<file path="config.mk">
export PLATFORM = sky130hd
export DESIGN_NAME = lamp_refresh_ctrl
export DESIGN_NICKNAME = d
export VERILOG_FILES = /design/src/rtl/lamp_pkg.sv /design/src/rtl/lamp_tick_gen.sv /design/src/rtl/lamp_refresh_ctrl.sv
export SDC_FILE = /design/constraint.sdc
export NUM_CORES = 1
export LEC_CHECK = 0
export BUFFER_PORTS_ARGS = -buffer_cell sky130_fd_sc_hd__buf_4
export CAP_MARGIN = 30
export CORE_MARGIN = 5
export CORE_UTILIZATION = 54
export CTS_CLUSTER_DIAMETER = 60
export CTS_CLUSTER_SIZE = 12
export DETAILED_ROUTE_END_ITERATION = 8
export PLACE_DENSITY = 0.8
export SLEW_MARGIN = 20
export SYNTH_ARGS = -nofsm -noshare
export SYNTH_HDL_FRONTEND = slang
export SYNTH_SLANG_ARGS = --single-unit
</file>
<file path="constraint.sdc">
create_clock -name i_clk -period 9.96 [get_ports i_clk]
set_input_delay 0.996 -clock i_clk [delete_from_list [all_inputs] [get_ports i_clk]]
set_output_delay 0.996 -clock i_clk [all_outputs]
set_load 0.01 [all_outputs]
</file>
<file path="src/rtl/lamp_pkg.sv">
// Shared types and constants for the lamp refresh controller.
package lamp_pkg;

    localparam int c_frame_bits = 128;

    typedef enum logic [1:0] {
        ST_IDLE  = 2'd0,
        ST_SHIFT = 2'd1,
        ST_GAP   = 2'd2,
        ST_LATCH = 2'd3
    } lamp_state_e;

    // Largest of three cycle counts; sizes the shared phase timer.
    function automatic int max3(input int a, input int b, input int c);
        int m;
        m = (a > b) ? a : b;
        return (m > c) ? m : c;
    endfunction

endpackage

</file>
<file path="src/rtl/lamp_tick_gen.sv">
// Free-running divider: one-cycle o_tick every c_freq/c_rate_hz clocks.
module lamp_tick_gen #(
    parameter int c_freq    = 20000000,
    parameter int c_rate_hz = 100
) (
    input  logic i_clk,
    input  logic i_rst,
    output logic o_tick
);

    localparam int c_period = c_freq / c_rate_hz;
    localparam int c_cnt_w  = (c_period > 1) ? $clog2(c_period) : 1;
    localparam logic [c_cnt_w-1:0] c_last = c_cnt_w'(c_period - 1);

    logic [c_cnt_w-1:0] cnt_q;
    logic [c_cnt_w-1:0] cnt_d;

    // Count 0..period-1 and wrap; the wrap cycle is the tick.
    always_comb begin
        o_tick = (cnt_q == c_last);
        cnt_d  = o_tick ? '0 : cnt_q + c_cnt_w'(1);
    end

    // Counter register.
    // NOTE: sequential state always uses non-blocking assignments so every register samples pre-edge values.
    always_ff @(posedge i_clk or posedge i_rst) begin
        if (i_rst) cnt_q <= '0;
        else       cnt_q <= cnt_d;
    end

endmodule

</file>
<file path="src/rtl/lamp_refresh_ctrl.sv">
// Double-buffered LED frame controller: shift, idle gap, latch, periodic refresh.
module lamp_refresh_ctrl
    import lamp_pkg::*;
#(
    parameter int c_freq       = 20000000,
    parameter int c_refresh_hz = 100,
    parameter int c_gap_cycles = 20,
    parameter int c_lat_cycles = 4,
    parameter int c_sh_timeout = 4096
) (
    input  logic                    i_clk,
    input  logic                    i_rst,
    input  logic                    i_frm_valid,
    input  logic [c_frame_bits-1:0] i_frm_data,
    output logic                    o_frm_ready,
    output logic                    o_sh_start,
    output logic [c_frame_bits-1:0] o_sh_data,
    input  logic                    i_sh_done,
    output logic                    o_lat,
    output logic                    o_busy,
    output logic                    o_err
);

    localparam int c_tmr_w = $clog2(max3(c_gap_cycles, c_lat_cycles, c_sh_timeout) + 1);
    localparam logic [c_tmr_w-1:0] c_to_last  = c_tmr_w'(c_sh_timeout - 1);
    localparam logic [c_tmr_w-1:0] c_gap_last = c_tmr_w'(c_gap_cycles - 1);
    localparam logic [c_tmr_w-1:0] c_lat_last = c_tmr_w'(c_lat_cycles - 1);

    lamp_state_e             state_q, state_d;
    logic [c_tmr_w-1:0]      tmr_q, tmr_d;
    logic [c_frame_bits-1:0] pend_q, pend_d;
    logic [c_frame_bits-1:0] active_q, active_d;
    logic                    pend_full_q, pend_full_d;
    logic                    have_frame_q, have_frame_d;
    logic                    req_q, req_d;
    logic                    err_q, err_d;
    logic                    tick;

    lamp_tick_gen #(
        .c_freq    (c_freq),
        .c_rate_hz (c_refresh_hz)
    ) u_tick (
        .i_clk  (i_clk),
        .i_rst  (i_rst),
        .o_tick (tick)
    );

    // Next-state logic: frame intake, refresh request, transfer sequencing.
    // NOTE: every signal gets a default first so no path through the case leaves one unassigned (no latches).
    always_comb begin
        state_d      = state_q;
        tmr_d        = '0;
        pend_d       = pend_q;
        active_d     = active_q;
        pend_full_d  = pend_full_q;
        have_frame_d = have_frame_q;
        req_d        = req_q;
        err_d        = err_q;

        // A refresh wrap requests a repeat; with nothing shown yet there is nothing to repeat.
        if (tick)          req_d = 1'b1;
        if (!have_frame_q) req_d = 1'b0;

        if (i_frm_valid && !pend_full_q) begin
            pend_d      = i_frm_data;
            pend_full_d = 1'b1;
        end

        unique case (state_q)
            ST_IDLE: begin
                // A new frame takes priority and also consumes any pending refresh.
                if (pend_full_q) begin
                    active_d     = pend_q;
                    pend_full_d  = 1'b0;
                    have_frame_d = 1'b1;
                    req_d        = 1'b0;
                    state_d      = ST_SHIFT;
                end else if (req_q && have_frame_q) begin
                    req_d   = 1'b0;
                    state_d = ST_SHIFT;
                end
            end
            ST_SHIFT: begin
                if (i_sh_done) begin
                    state_d = ST_GAP;
                end else if (tmr_q == c_to_last) begin
                    err_d   = 1'b1;
                    state_d = ST_IDLE;
                end else begin
                    tmr_d = tmr_q + c_tmr_w'(1);
                end
            end
            ST_GAP: begin
                if (tmr_q == c_gap_last) state_d = ST_LATCH;
                else                     tmr_d   = tmr_q + c_tmr_w'(1);
            end
            ST_LATCH: begin
                if (tmr_q == c_lat_last) state_d = ST_IDLE;
                else                     tmr_d   = tmr_q + c_tmr_w'(1);
            end
            default: state_d = ST_IDLE;
        endcase
    end

    // State and datapath registers; both frame buffers clear so reset discards them.
    always_ff @(posedge i_clk or posedge i_rst) begin
        if (i_rst) begin
            state_q      <= ST_IDLE;
            tmr_q        <= '0;
            pend_q       <= '0;
            active_q     <= '0;
            pend_full_q  <= 1'b0;
            have_frame_q <= 1'b0;
            req_q        <= 1'b0;
            err_q        <= 1'b0;
        end else begin
            state_q      <= state_d;
            tmr_q        <= tmr_d;
            pend_q       <= pend_d;
            active_q     <= active_d;
            pend_full_q  <= pend_full_d;
            have_frame_q <= have_frame_d;
            req_q        <= req_d;
            err_q        <= err_d;
        end
    end

    // Outputs decode straight from registers, so reset drops them at once.
    always_comb begin
        o_frm_ready = !pend_full_q;
        o_sh_start  = (state_q == ST_SHIFT) && (tmr_q == '0);
        o_sh_data   = active_q;
        o_lat       = (state_q == ST_LATCH);
        o_busy      = (state_q != ST_IDLE);
        o_err       = err_q;
    end

endmodule

</file>
Yosys cells after proc, flatten, opt, wreduce, memory -nomap -nowiden
Cells that the tools add are included.

storage, ports and cells
  word-level logic and storage cells = 54
  input port bits = 132
  output and inout bits = 133
  register bits after elaboration = 293

operators by class
  bitwise operators = 1
  $add $sub $neg = 2
  equal/unequal tests = 11
  reductions and logical operators = 10
  multiplexer cells = 21

operators with widths
  operator               count
  $mux 13                4
  $pmux 13 s3            1
  $add 18x1->18 const B  1
  $eq 18x18->1 const B   1
  $mux 18                1
  $add 13x1->13 const B  1
  $eq 13x12->1 const B   1
  $eq 13x2->1 const B    1
  $eq 13x5->1 const B    1
  $logic_not 13->1       1
  $mux 2                 6
  $mux 1                 8
  $pmux 2 s4             1
  $ne 3x3->1 const B     2
  $eq 2x2->1 const B     2
  $reduce_and 4->1       1
  $logic_and 1x1->1      3
  $reduce_and 3->1       1
  $eq 2x1->1 const B     1
  $logic_not 2->1        1
  $ne 2x1->1 const B     1
  $ne 2x2->1 const B     1
  $reduce_and 2->1       1
  $reduce_bool 2->1      1
  other kinds (2)        2

Logic depth before layout (Yosys ltp)
  word-level depth = 6
  gate-level depth with buffers = 6
  gate-level depth less buffers = 5

Cells and area by module
A second synthesis with hierarchy kept.

unflattened totals
  cells, all modules = 727
  area, all modules = 11,479.8 µm²

modules (own cells, without submodules)
  module             times used  sequential area each (µm²)  cells each  area each (µm²)
  lamp_refresh_ctrl  1           6,881.6                     642         10,583.9
  lamp_tick_gen      1           450.4                       85          895.9

Worst setup path before layout
OpenSTA, ideal clock, no wires.

  path kind = input to register
  start point = input i_frm_valid
  end point = register pend_q[0]
  required time = 9.835 ns
  library setup time = 0.125 ns
  path buffers = 2
  data arrival time = 2.064 ns
  cell stages on the path = 4
  setup slack = 7.771 ns
  path through = nor2b_1 buf_1 buf_2 mux2_2

on the way
  longest elaborated chain between the ends = 1

ends and longest elaborated chain
  what                  RTL line                  RTL
  from (decl)           lamp_refresh_ctrl.sv:13   input logic i_frm_valid,
  $logic_and 1x1->1     lamp_refresh_ctrl.sv:64   if (i_frm_valid && !pend_full_q) begin
  to (signal assigned)  lamp_refresh_ctrl.sv:119  pend_q <= pend_d;
  to (decl)             lamp_refresh_ctrl.sv:31   logic [c_frame_bits-1:0] pend_q, pend_d;

Every way passes these cells.
A chain may end at the register's enable or synchronous reset.

Worst setup path after layout
  start point = register tmr_q[5]
  end point = output o_sh_start

on the way
  longest elaborated chain between the ends = 2

ends and longest elaborated chain
  what                    RTL line                  RTL
  from (decl)             lamp_refresh_ctrl.sv:30   logic [c_tmr_w-1:0] tmr_q, tmr_d;
  from (signal assigned)  lamp_refresh_ctrl.sv:118  tmr_q <= tmr_d;
  $logic_not 13->1        lamp_refresh_ctrl.sv:131  o_sh_start = (state_q == ST_SHIFT) && (tmr_q == '0);
  $logic_and 1x1->1       lamp_refresh_ctrl.sv:131
  to (decl)               lamp_refresh_ctrl.sv:16   output logic o_sh_start,

Every way passes these cells.

==> key figures <==
Timing
  – Fin. max-slew vios: 0
  – Fin Clk Skew: 11.7 ps
  – Slew HR: 39.8%
  – Hold Vio Cnt, Final: 0
  – Fin crit period: 2840 ps
  – F_max: 0.352 GHz
  – Hold WS: 464 ps
  – Final setup violation count: 0
  – Tcrit/Tclk final: 28.5%
  – Setup TNS: 0 ps
  – Tightest Pin Transition: 903 ps
  – Unrepaired setup endpoints after global routing: no

Pwr
  – Clock share of power: 21.1%
  – Combinational fraction of design power: 33.5%
  – Switching Share: 28.6%
  – Sw power: 1270 uW
  – Reg power frac: 45.4%
  – Pwr dens: 312 nW/um2
  – Worst vdd ir: 0.205 mV
  – Design internal power: 3180 uW
  – Pwr Total: 4460 uW
  – P_leak: 0.00656 uW

Synthesis
  – Main area contributors after synthesis: dfrtp_1, mux2_2, xnor2_1, nor2_1, buf_2
  – Yosys cell types: 40
  – Syn Area/Cell: 15.6 um2
  – Synth top cells by count: dfrtp_1, mux2_2, nor2_1
  – Synthesized area: 11300 um2
  – Yosys reg bits: 293
  – Synth warn: 0
  – FFs w/ async S/R, synth: 100%
  – Most frequent cell after synthesis: dfrtp_1
  – Mapped Nets: 856
  – Top cell type's share of synthesized area: 65.0%
  – Synth area leader: dfrtp_1
  – Most common flop cell mapped by yosys: dfrtp_1
  – Syn Inst Count: 721
  – Seq/Total Area, Yosys: 65.0%
  – Number of flops mapped to enable cells by yosys: 0

Worst setup path
  – CP required: 8960 ps
  – Critical path cell sequence: nor4_1 > and4_1 > buf_4
  – Critical Path End: o_sh_start
  – Max incr delay on CP: 470 ps
  – Startpoint types: register
  – CP arrival: 1850 ps
  – Worst Reg-to-Reg Cells: 4
  – Reg-to-reg critical path endpoint: o_sh_data[54]
  – Max FO, Critical Path: 5
  – Crit. End Element: output pin
  – CP startpoint: tmr_q[5]
  – Critical path class: register to output pin
  – Reg-to-Reg Start: state_q[0]
  – Slowest-stage cell, CP: nor4_1
  – Worst reg-to-reg setup slack: 7740 ps

Drt
  – Antenna viol nets, final: 0
  – Wire length per cell: 18.3 um
  – Post-route DRC violation count: 0
  – Vias: 6622
  – Drt pass-1 iters: 4
  – Vias/cell: 5.24
  – Iter 0 DRT Violations: 260
  – Final WL: 23100 um

CTS
  – Clock transition at the registers of the reported paths: 60 ps
  – PostCTS Resize Cnt: 0
  – Clock sinks: 293
  – Root Driver: clkbuf_16
  – CTS tree: yes
  – Htree depth: 1
  – Cts bufs inserted: 28
  – CTS Buffer Depth: 3
  – Setup bufs post-CTS: 0
  – Hold Buf Count CTS: 0
  – Skew-Pair Late Insertion Delay: 530 ps

Placement
  – Detailed placer's ending HPWL: 16200 um
  – IO buf count: 264
  – Global placement routability congestion: 0.783

Final layout
  – Fillers: 1437
  – Final nets: 1127
  – Antenna cells: 0
  – Layout area overhead: 26.8%
  – Fraction of layout cells with a size suffix above 1: 57.5%

GRT
  – Grt ovf: 0
  – Largest net degree at the start of global routing: 97
  – Most Crowded Layer GR: met2
  – Vias in the first global route: 7188
  – Met2 Usage GRT: 31.2%
  – Number of antenna violations at the first check in global routing: 0
  – Overall routing resource usage: 19.4%
  – M3 GR Usage: 7.71%
  – First-pass GRT wire length: 37700 um
  – GR Layer Usage met1: 24.7%

Hold path
  – Worst hold path class: input pin to async pin

Flow run
  – Max Cap Viol: 0

Floorplan
  – Die width: 155 um
  – Row cnt: 52
  – Die Y: 155 um
  – Initial Util: 55.2%
  – Core ar.: 20400 um2
  – Full die area: 23900 um2
  – I/O pins: 265

Status
  – Status: complete, no violations
[routing by layer]
| metal | routed length (um) | part of all wire, % | up-vias |
|---|---|---|---|
| li1 | - | - | 3062 |
| met1 | 9300 | 40 | 3318 |
| met2 | 11000 | 48 | 209 |
| met3 | 2350 | 10 | 33 |
| met4 | 462 | 2.0 | 0 |
| met5 | 0 | 0 | - |
[layout by cell type (no fill, tap or decap), types with 2 or more instances in the layout]
master | Yosys | layout
a31oi_1 | 2 | 2
ha_1 | 3 | 3
nand2_1 | 10 | 10
buf_4 | 10 | 270
or2_2 | 3 | 3
a21oi_1 | 3 | 3
xnor2_1 | 17 | 17
and4_1 | 5 | 5
dfrtp_1 | 293 | 293
nand2b_1 | 2 | 2
xor2_1 | 7 | 7
nor3_1 | 8 | 8
nand3_1 | 10 | 10
nand4_1 | 8 | 8
inv_1 | 9 | 8
nor2b_1 | 3 | 2
nor3b_1 | 2 | 2
nor2_1 | 28 | 28
clkbuf_16 | 0 | 29
mux2_2 | 257 | 257
nand3_2 | 2 | 2
nor4_1 | 4 | 4
[critical path, delay by kind of cell, from the launching register on]
| family | cells | cell delay, ps |
|---|---|---|
| buffers and inverters | 1 | 130 |
| flip-flops | 1 | 430 |
| AND/OR/NAND/NOR | 2 | 770 |
[sequential cells by signal (all words and copies together), names as in the netlist, named ones only]
name and cells:
pend_full_q 1, o_err 1, o_sh_data 128, tmr_q 13, state_q 1, pend_q 128
have_frame_q 1, req_q 1, u_tick.cnt_q 18
[per-stage QoR]
| step | instance area [um2] | setup WS (ps) | std cells | utilization, % |
|---|---|---|---|---|
| 2_1_floorplan | 11300 | 873 | 721 | - |
| 3_3_place_gp | 13500 | 6990 | 1230 | 66.0 |
| 3_5_place_dp | 13500 | 7290 | 1232 | 66.2 |
| 4_1_cts | 14300 | 7080 | 1264 | 70.0 |
| 5_1_grt | 14300 | 7010 | 1264 | 70.0 |
| 6_report | 14300 | 7120 | 1264 | 70.0 |
[power groups by stage]
stage / Combinational, uW / Clock (uW) / Sequential [uW]
after floorplan: 785 / 0 / 2100
after global placement: 1470 / 0 / 2020
after detailed placement: 1520 / 0 / 2050
after CTS: 1520 / 975 / 2030
after global routing: 1620 / 1020 / 2100
final: 1490 / 940 / 2030
[cell type report]
cell class | count | area [um2] | share of cell area, %
clock buffer | 31 | 743 | 5.20
clock inverter | 1 | 30.0 | 0.210
inverter | 9 | 41.3 | 0.289
multi-input combinational | 388 | 3740 | 26.2
sequential | 293 | 7330 | 51.3
tap | 270 | 338 | 2.36
timing repair buffer | 272 | 2070 | 14.5
[worst min-delay path by stage]
stage	start	end	slack, ps	cells past startpoint
floorplan	have_frame_q	have_frame_q	460	1
detailed placement	o_err	o_err	460	1
global placement	o_err	o_err	450	1
CTS	i_rst	tmr_q[2]	450	2
global route	i_rst	tmr_q[1]	480	2
finish	i_rst	tmr_q[1]	460	2
[cells by family (layout without fill, tap and decap cells)]
group                      Yosys count  count (layout)  synth area share (%)
AOI/OAI and AO/OA                   13              13                 0.843
muxes                              258             258                  25.7
xor gates and xnor gates            24              24                  1.86
adders and majority gates            3               3                 0.333
buffers and inverters               40             313                  1.93
DFF                                293             293                  65.0
and+or+nand+nor                     90              90                  4.27
Note: power is estimated with default switching activity, not from simulation.
